$ cat config.mk
export PLATFORM = sky130hd
export DESIGN_NAME = nmr_acq_gate
export DESIGN_NICKNAME = d
export VERILOG_FILES = /design/src/rtl/nmr_acq_gate_pkg.sv /design/src/rtl/us_tick_gen.sv /design/src/rtl/nmr_acq_gate.sv
export SDC_FILE = /design/constraint.sdc
export NUM_CORES = 1
export LEC_CHECK = 0
export CORE_UTILIZATION = 45
export CTS_BUF_LIST = sky130_fd_sc_hd__clkbuf_4
export CTS_CLUSTER_SIZE = 24
export DETAILED_ROUTE_END_ITERATION = 8
export PLACE_DENSITY = 0.71
export SLEW_MARGIN = 20
export SYNTH_ARGS = -nofsm -noshare
export SYNTH_HDL_FRONTEND = slang
export SYNTH_HIERARCHICAL = 1
export SYNTH_SLANG_ARGS = --single-unit
$ cat constraint.sdc
create_clock -name clk -period 16.61 [get_ports clk]
set_input_delay 4.1525 -clock clk [delete_from_list [all_inputs] [get_ports clk]]
set_output_delay 4.1525 -clock clk [all_outputs]
set_load 0.02 [all_outputs]
$ cat src/rtl/nmr_acq_gate_pkg.sv
// nmr_acq_gate_pkg: shared state encoding and microsecond divider defaults for the NMR pulse chain.
package nmr_acq_gate_pkg;
    localparam int US_DIVIDER = 125;
    localparam int US_DIVIDER_WIDTH = 8;
    typedef enum logic [1:0] {IDLE = 2'd0, TX = 2'd1, DEAD = 2'd2, ACQ = 2'd3} state_t;
endpackage

$ cat src/rtl/us_tick_gen.sv
// us_tick_gen: free-running down counter producing a one-cycle tick every DIV clocks.
module us_tick_gen #(
    parameter int DIV = 125,
    parameter int W = 8
) (
    input  logic clk,
    input  logic rst,
    output logic tick
);
    logic [W-1:0] cnt;
    assign tick = cnt == '0;
    always_ff @(posedge clk) begin
        if (rst) cnt <= W'(DIV - 1);
        else cnt <= tick ? W'(DIV - 1) : cnt - W'(1);
    end
endmodule

$ cat src/rtl/nmr_acq_gate.sv
// nmr_acq_gate: receiver blanking, dead-time delay and box-car decimated acquisition windows on a stream.
module nmr_acq_gate #(
    parameter int US_DIVIDER = nmr_acq_gate_pkg::US_DIVIDER,
    parameter int US_DIVIDER_WIDTH = nmr_acq_gate_pkg::US_DIVIDER_WIDTH,
    parameter int ADC_WIDTH = 14
) (
    input  logic                 clk,
    input  logic                 rst,
    input  logic                 start_seq,
    input  logic                 pulse_on,
    input  logic [ADC_WIDTH-1:0] adc_dat,
    input  logic [15:0]          dead_time,
    input  logic [15:0]          dec,
    input  logic [31:0]          acq_len,
    output logic                 rx_blank,
    output logic [31:0]          m_tdata,
    output logic                 m_tvalid,
    input  logic                 m_tready,
    output logic                 m_tlast,
    output logic                 ovf,
    output logic                 abort
);
    import nmr_acq_gate_pkg::*;
    state_t state;
    logic tick, start_d, armed, blank_r, rise, arm_now, emit, last;
    logic [15:0] dcnt, dcount, dec_eff;
    logic [31:0] acc, scnt, sum, adc_x;
    us_tick_gen #(.DIV(US_DIVIDER), .W(US_DIVIDER_WIDTH)) u_tick (.clk(clk), .rst(rst), .tick(tick));
    assign adc_x = {{(32 - ADC_WIDTH){adc_dat[ADC_WIDTH-1]}}, adc_dat};
    assign sum = acc + adc_x;
    assign dec_eff = dec == '0 ? 16'd1 : dec;
    assign emit = dcount >= dec_eff - 16'd1;
    assign last = emit && scnt == acq_len - 32'd1;
    assign rise = start_seq && !start_d;
    assign arm_now = armed || rise;
    assign rx_blank = pulse_on || blank_r;
    always_ff @(posedge clk) begin
        if (rst) begin
            state    <= IDLE;
            armed    <= 1'b0;
            start_d  <= 1'b0;
            blank_r  <= 1'b1;
            dcnt     <= '0;
            dcount   <= '0;
            acc      <= '0;
            scnt     <= '0;
            m_tvalid <= 1'b0;
            m_tlast  <= 1'b0;
            m_tdata  <= '0;
            ovf      <= 1'b0;
            abort    <= 1'b0;
        end else begin
            start_d <= start_seq;
            armed   <= arm_now;
            if (rise) begin
                ovf   <= 1'b0;
                abort <= 1'b0;
            end
            if (m_tready) begin
                m_tvalid <= 1'b0;
                m_tlast  <= 1'b0;
            end
            case (state)
                IDLE: begin
                    blank_r <= arm_now && pulse_on;
                    if (arm_now && pulse_on) state <= TX;
                end
                TX: if (!pulse_on) begin
                    state <= DEAD;
                    dcnt  <= dead_time;
                end
                DEAD: if (pulse_on) state <= TX;
                else if (dcnt == '0) begin
                    state   <= acq_len == '0 ? IDLE : ACQ;
                    blank_r <= 1'b0;
                    acc     <= '0;
                    dcount  <= '0;
                    scnt    <= '0;
                end else if (tick) dcnt <= dcnt - 16'd1;
                ACQ: if (pulse_on && !last) begin
                    state   <= TX;
                    blank_r <= 1'b1;
                    abort   <= 1'b1;
                end else begin
                    acc    <= emit ? '0 : sum;
                    dcount <= emit ? '0 : dcount + 16'd1;
                    if (emit) begin
                        scnt <= scnt + 32'd1;
                        if (!m_tvalid || m_tready) begin
                            m_tvalid <= 1'b1;
                            m_tdata  <= sum;
                            m_tlast  <= last;
                        end else ovf <= 1'b1;
                    end
                    // A final sample coinciding with a new pulse still completes the window.
                    if (last) begin
                        state   <= pulse_on ? TX : IDLE;
                        blank_r <= pulse_on;
                    end
                end
            endcase
        end
    end
endmodule
# == Word level (Yosys, flattened, before mapping) ==
# Cells that the tools add are included.
# classes
addsub,7
order_cmp,1
n_eq_ne,14
n_mux,51
n_bitwise,1
reduce_logical,25
# op_table
op,count
$mux 32,6
$mux 16,9
$pmux 32 s2,2
$pmux 16 s2,2
$add 32x1->32 const B,1
$add 32x32->32,1
$eq 32x32->1,1
$logic_not 16->1,2
$logic_not 32->1,1
$sub 16x1->16 const B,2
$sub 32x1->32 const B,1
$mux 1,23
$add 16x1->16 const B,1
$ge 16x16->1,1
$reduce_and 4->1,4
$mux 2,7
$ne 2x2->1 const B,7
$reduce_and 5->1,2
$logic_not 8->1,1
$pmux 2 s4,1
$sub 8x1->8 const B,1
$ne 3x3->1 const B,2
$eq 2x2->1 const B,2
$logic_and 1x1->1,4
other kinds (10),15
# totals
ff_bits,145
input_bits,83
out_inout_bits,37
wordCells,113

# == Logic depth before layout (Yosys ltp) ==
# logic_depth
depth_word,9
mapped_depth,26
mapped_depth_nobuf,22

# == Hierarchy ==
# Netlist, hierarchy kept.
# by_module_without_submodules
mod,n_inst,cells_each,area_per_inst_um2,seq_area_each_um2
nmr_acq_gate,1,1157,9278.9,2742.6
us_tick_gen,1,42,400.4,160.2

# == Least setup slack after synthesis ==
# No wires, ideal clock.
# synth_path
path_kind,input port to output port
startpoint,input port pulse_on
endpoint,output port rx_blank
arrival_ns,4.663
required_time_ns,12.457
setup_slack_ns,7.795
path_stages,2
n_path_buf,1
cell_sequence,clkbuf_1 > or2_2
# synth_via
elab_chain_cells,1
# synth_lines
item,line_no,source
"start, declared",nmr_acq_gate.sv:10,"input logic pulse_on,"
$logic_or 1x1->1,nmr_acq_gate.sv:36,assign rx_blank = pulse_on || blank_r;
"end, declared",nmr_acq_gate.sv:15,"output logic rx_blank,"
# Every way passes these cells.

# == Worst setup path after layout ==
# Same ends and word-level chain as after synthesis.

==> out/metrics.csv <==
stage,metric,value,unit
global_route,Global Route Usage Sum,22.1,%
logic_synthesis,Synth async-reset ratio,0,%
sta,clock skew,0.0324,ns
setup_path,CP Capture Type,output pin,
detailed_routing,Initial DRT Pass Iterations,5,
global_route,first-pass GRT wire length,39900,µm
logic_synthesis,Synth area leader,dfxtp_1,
logic_synthesis,most frequent cell after synthesis,dfxtp_1,
setup_path,Critical R2R Capture,m_tdata[24],
clocking,root buf cell,clkbuf_4,
die,std cell rows,53,
setup_path,cells on worst reg2reg path,12,
die,number of I/O pins,120,
final_layout,share of layout cells above drive strength 1,5.71,%
detailed_routing,via/cell ratio,5.69,
power,Net Sw Frac,29.6,%
die,Die ar.,0.0221,mm²
final_layout,Multi-input gate area,0.00645,mm²
power,VDD IR-drop max,0.0402,mV
logic_synthesis,Seq cells post-synth,145,
power,leakage,0.00426,µW
sta,Final Hold Viols,0,
min_path,Worst Hold Class,reg2reg,
power,Internal,513,µW
detailed_routing,drt total wl,24100,µm
clocking,worst skew pair latency,0.58,ns
final_layout,final layout net count,1439,
die,core area,0.0211,mm²
run,max_cap viols,0,
setup_path,Worst path most repeated cell,clkdlybuf4s50_1,
place,hpwl dp,17400,µm
clocking,TritonCTS clock tree,yes,
setup_path,CP required,12.46,ns
min_path,WHS Endpoint,acc[21],
clocking,Max Root-Sink Buffers,2,
min_path,start point of the worst hold path,acc[21],
sta,Fmax,100,MHz
power,pwr/cell area,63.6,mW/mm²
setup_path,Worst R2R Setup Slack,12.79,ns
die,Initial Util,45.9,%
final_layout,register area,0.00290,mm²
setup_path,WS Path Type,in2out,
clocking,CTS sink count,145,
detailed_routing,DR WL/cell,15.1,µm
min_path,Hold Path Cell Cnt,2,
sta,Finish-stage setup viols,0,
sta,setup TNS,0,ns
logic_synthesis,synth top area cells,"dfxtp_1, ha_1, xnor2_1",
sta,Max Slew Vio Count,0,
setup_path,crit path DAT,5.81,ns
clocking,total CTS buffers,17,
die,Die Ht,149,µm
status,status,finished clean,
power,Design Power,729,µW
setup_path,CP Max Fanout,11,
global_route,number of global-route vias before repair,8422,
clocking,CTS HTree Levels,4,
global_route,GRT overflow,0,
logic_synthesis,Mean Syn Cell Area,8.07,µm²
place,Final GP Congestion,0.873,
final_layout,Filler cells,2025,
clocking,"Clk pin slew, worst setup/hold paths",0.13,ns
detailed_routing,drt initial violations,442,
logic_synthesis,Post-synth EDFFs,0,
logic_synthesis,sequential share of the synthesized area,30.0,%
logic_synthesis,Post-synth top cells,"dfxtp_1, nor2_1, nand2_1",
sta,fin crit share,60.0,%
sta,Tmin final,9.96,ns
setup_path,CP max stage cell,clkdlybuf4s50_1,
logic_synthesis,YS warnings,6,
sta,Slew HR,45.6,%
logic_synthesis,syn_nets,1338,
detailed_routing,Vias,9035,
die,Die Span X,149,µm
power,Clk pwr share,34.6,%
logic_synthesis,Syn Inst Count,1199,
power,Comb power frac,15.8,%
logic_synthesis,Post-Syn Area,0.00968,mm²
power,sw power,216,µW
logic_synthesis,Yosys cell types,80,
logic_synthesis,"Top FF cell, synth",dfxtp_1,
setup_path,crit-path max cell delay,0.70,ns
clocking,Post-CTS Hold Buffers,0,
setup_path,crit path cell chain,clkdlybuf4s50_1 -> or2_2 -> clkdlybuf4s50_1,
setup_path,critical path launch point type,input port,
sta,Least-Margin Pin Slew,0.816,ns
detailed_routing,post-route ant nets,0,
global_route,largest net degree at the start of global routing,80,
global_route,antenna violations before repair,1,
clocking,cts repair resizes,0,
logic_synthesis,Yosys top cell area share,30.0,%
detailed_routing,drc violations,0,
sta,RSZ-0062 raised after global routing,false,
final_layout,area added between synthesis and finish,18.5,%
setup_path,worst r2r src,acc[0],
power,share of total power in sequential cells,49.5,%
clocking,postcts setup bufs,0,
place,Port-buffer cells,119,
-- worst max-delay path: cells and delay by family --
family / cells / cell delay [ns]
buffers and inverters: 2 / 1.24
and+or+nand+nor: 1 / 0.42
-- logic make-up after synthesis --
kind of cell | share of synthesized area, %
flip-flops | 30.0
AO/OA/AOI/OAI | 19.9
multiplexers | 5.18
AND/OR/NAND/NOR | 25.1
XOR/XNOR | 8.60
adder cells (fa/ha/maj) | 7.32
buffers and inverters | 3.86
-- stage by stage --
stage / instances / cell area, µm² / hold slack (ns) / util (%) / setup slack, ns
floorplan: 1199 / 9680 / 0.429 / - / 7.79
global placement: 1555 / 11100 / 0.441 / 52.8 / 6.64
detailed placement: 1555 / 11100 / 0.452 / 52.8 / 6.63
CTS: 1587 / 11400 / 0.471 / 54.2 / 6.62
global route: 1589 / 11500 / 0.484 / 54.4 / 6.59
finish: 1589 / 11500 / 0.466 / 54.4 / 6.65
-- cell type report --
| cell class | instances | area share [%] |
|---|---|---|
| Timing Repair Buffer | 131 | 11.3 |
| Antenna cell | 1 | 0.0218 |
| Tap cell | 275 | 3.00 |
| Clock buffer | 18 | 1.18 |
| Clock inverter | 14 | 1.55 |
| Multi-Input combinational cell | 962 | 56.2 |
| Sequential cell | 145 | 25.3 |
| Inverter | 43 | 1.41 |
-- sequential cells by signal, summed over array words and instances, names as in the netlist --
signal / count
blank_r: 1
dcnt: 16
m_tdata: 32
dcount: 16
scnt: 32
start_d: 1
acc: 32
abort: 1
ovf: 1
m_tlast: 1
m_tvalid: 1
armed: 1
u_tick/cnt: 8
state: 2
-- routing by layer --
metal	share of wire (%)	vias up	global-route usage [%]	wire length (µm)
met2	46	172	36.4	11100
li1	-	4582	-	-
met3	4.9	25	4.57	1190
met1	48	4256	29.1	11500
met5	0	-	0	0
met4	1.4	0	6.44	326
-- power groups by stage --
stage          Sequential [µW]  Combinational, µW  Clock, µW
6_report                   361                116        252
3_5_place_dp               368                114          0
2_1_floorplan              366               70.8          0
4_1_cts                    361                115        258
3_3_place_gp               368                113          0
5_1_grt                    362                129        271
-- layout by cell type, fill, tap and decap left out, types with 42 or more instances in the layout --
master / n
a21oi_1: 71
clkdlybuf4s50_1: 118
dfxtp_1: 145
ha_1: 55
inv_1: 42
mux2i_1: 49
nand2_1: 88
nand3_1: 53
nor2_1: 127
o21ai_0: 51
xnor2_1: 66
-- how the worst max path moves through the flow --
stage                   from        to  slack, ns  cells after the start
floorplan           pulse_on  rx_blank       7.79                      2
global placement    pulse_on  rx_blank       6.64                      3
detailed placement  pulse_on  rx_blank       6.63                      3
CTS                 pulse_on  rx_blank       6.62                      3
global route        pulse_on  rx_blank       6.59                      3
finish              pulse_on  rx_blank       6.65                      3
(Power assumes the default switching activity.)
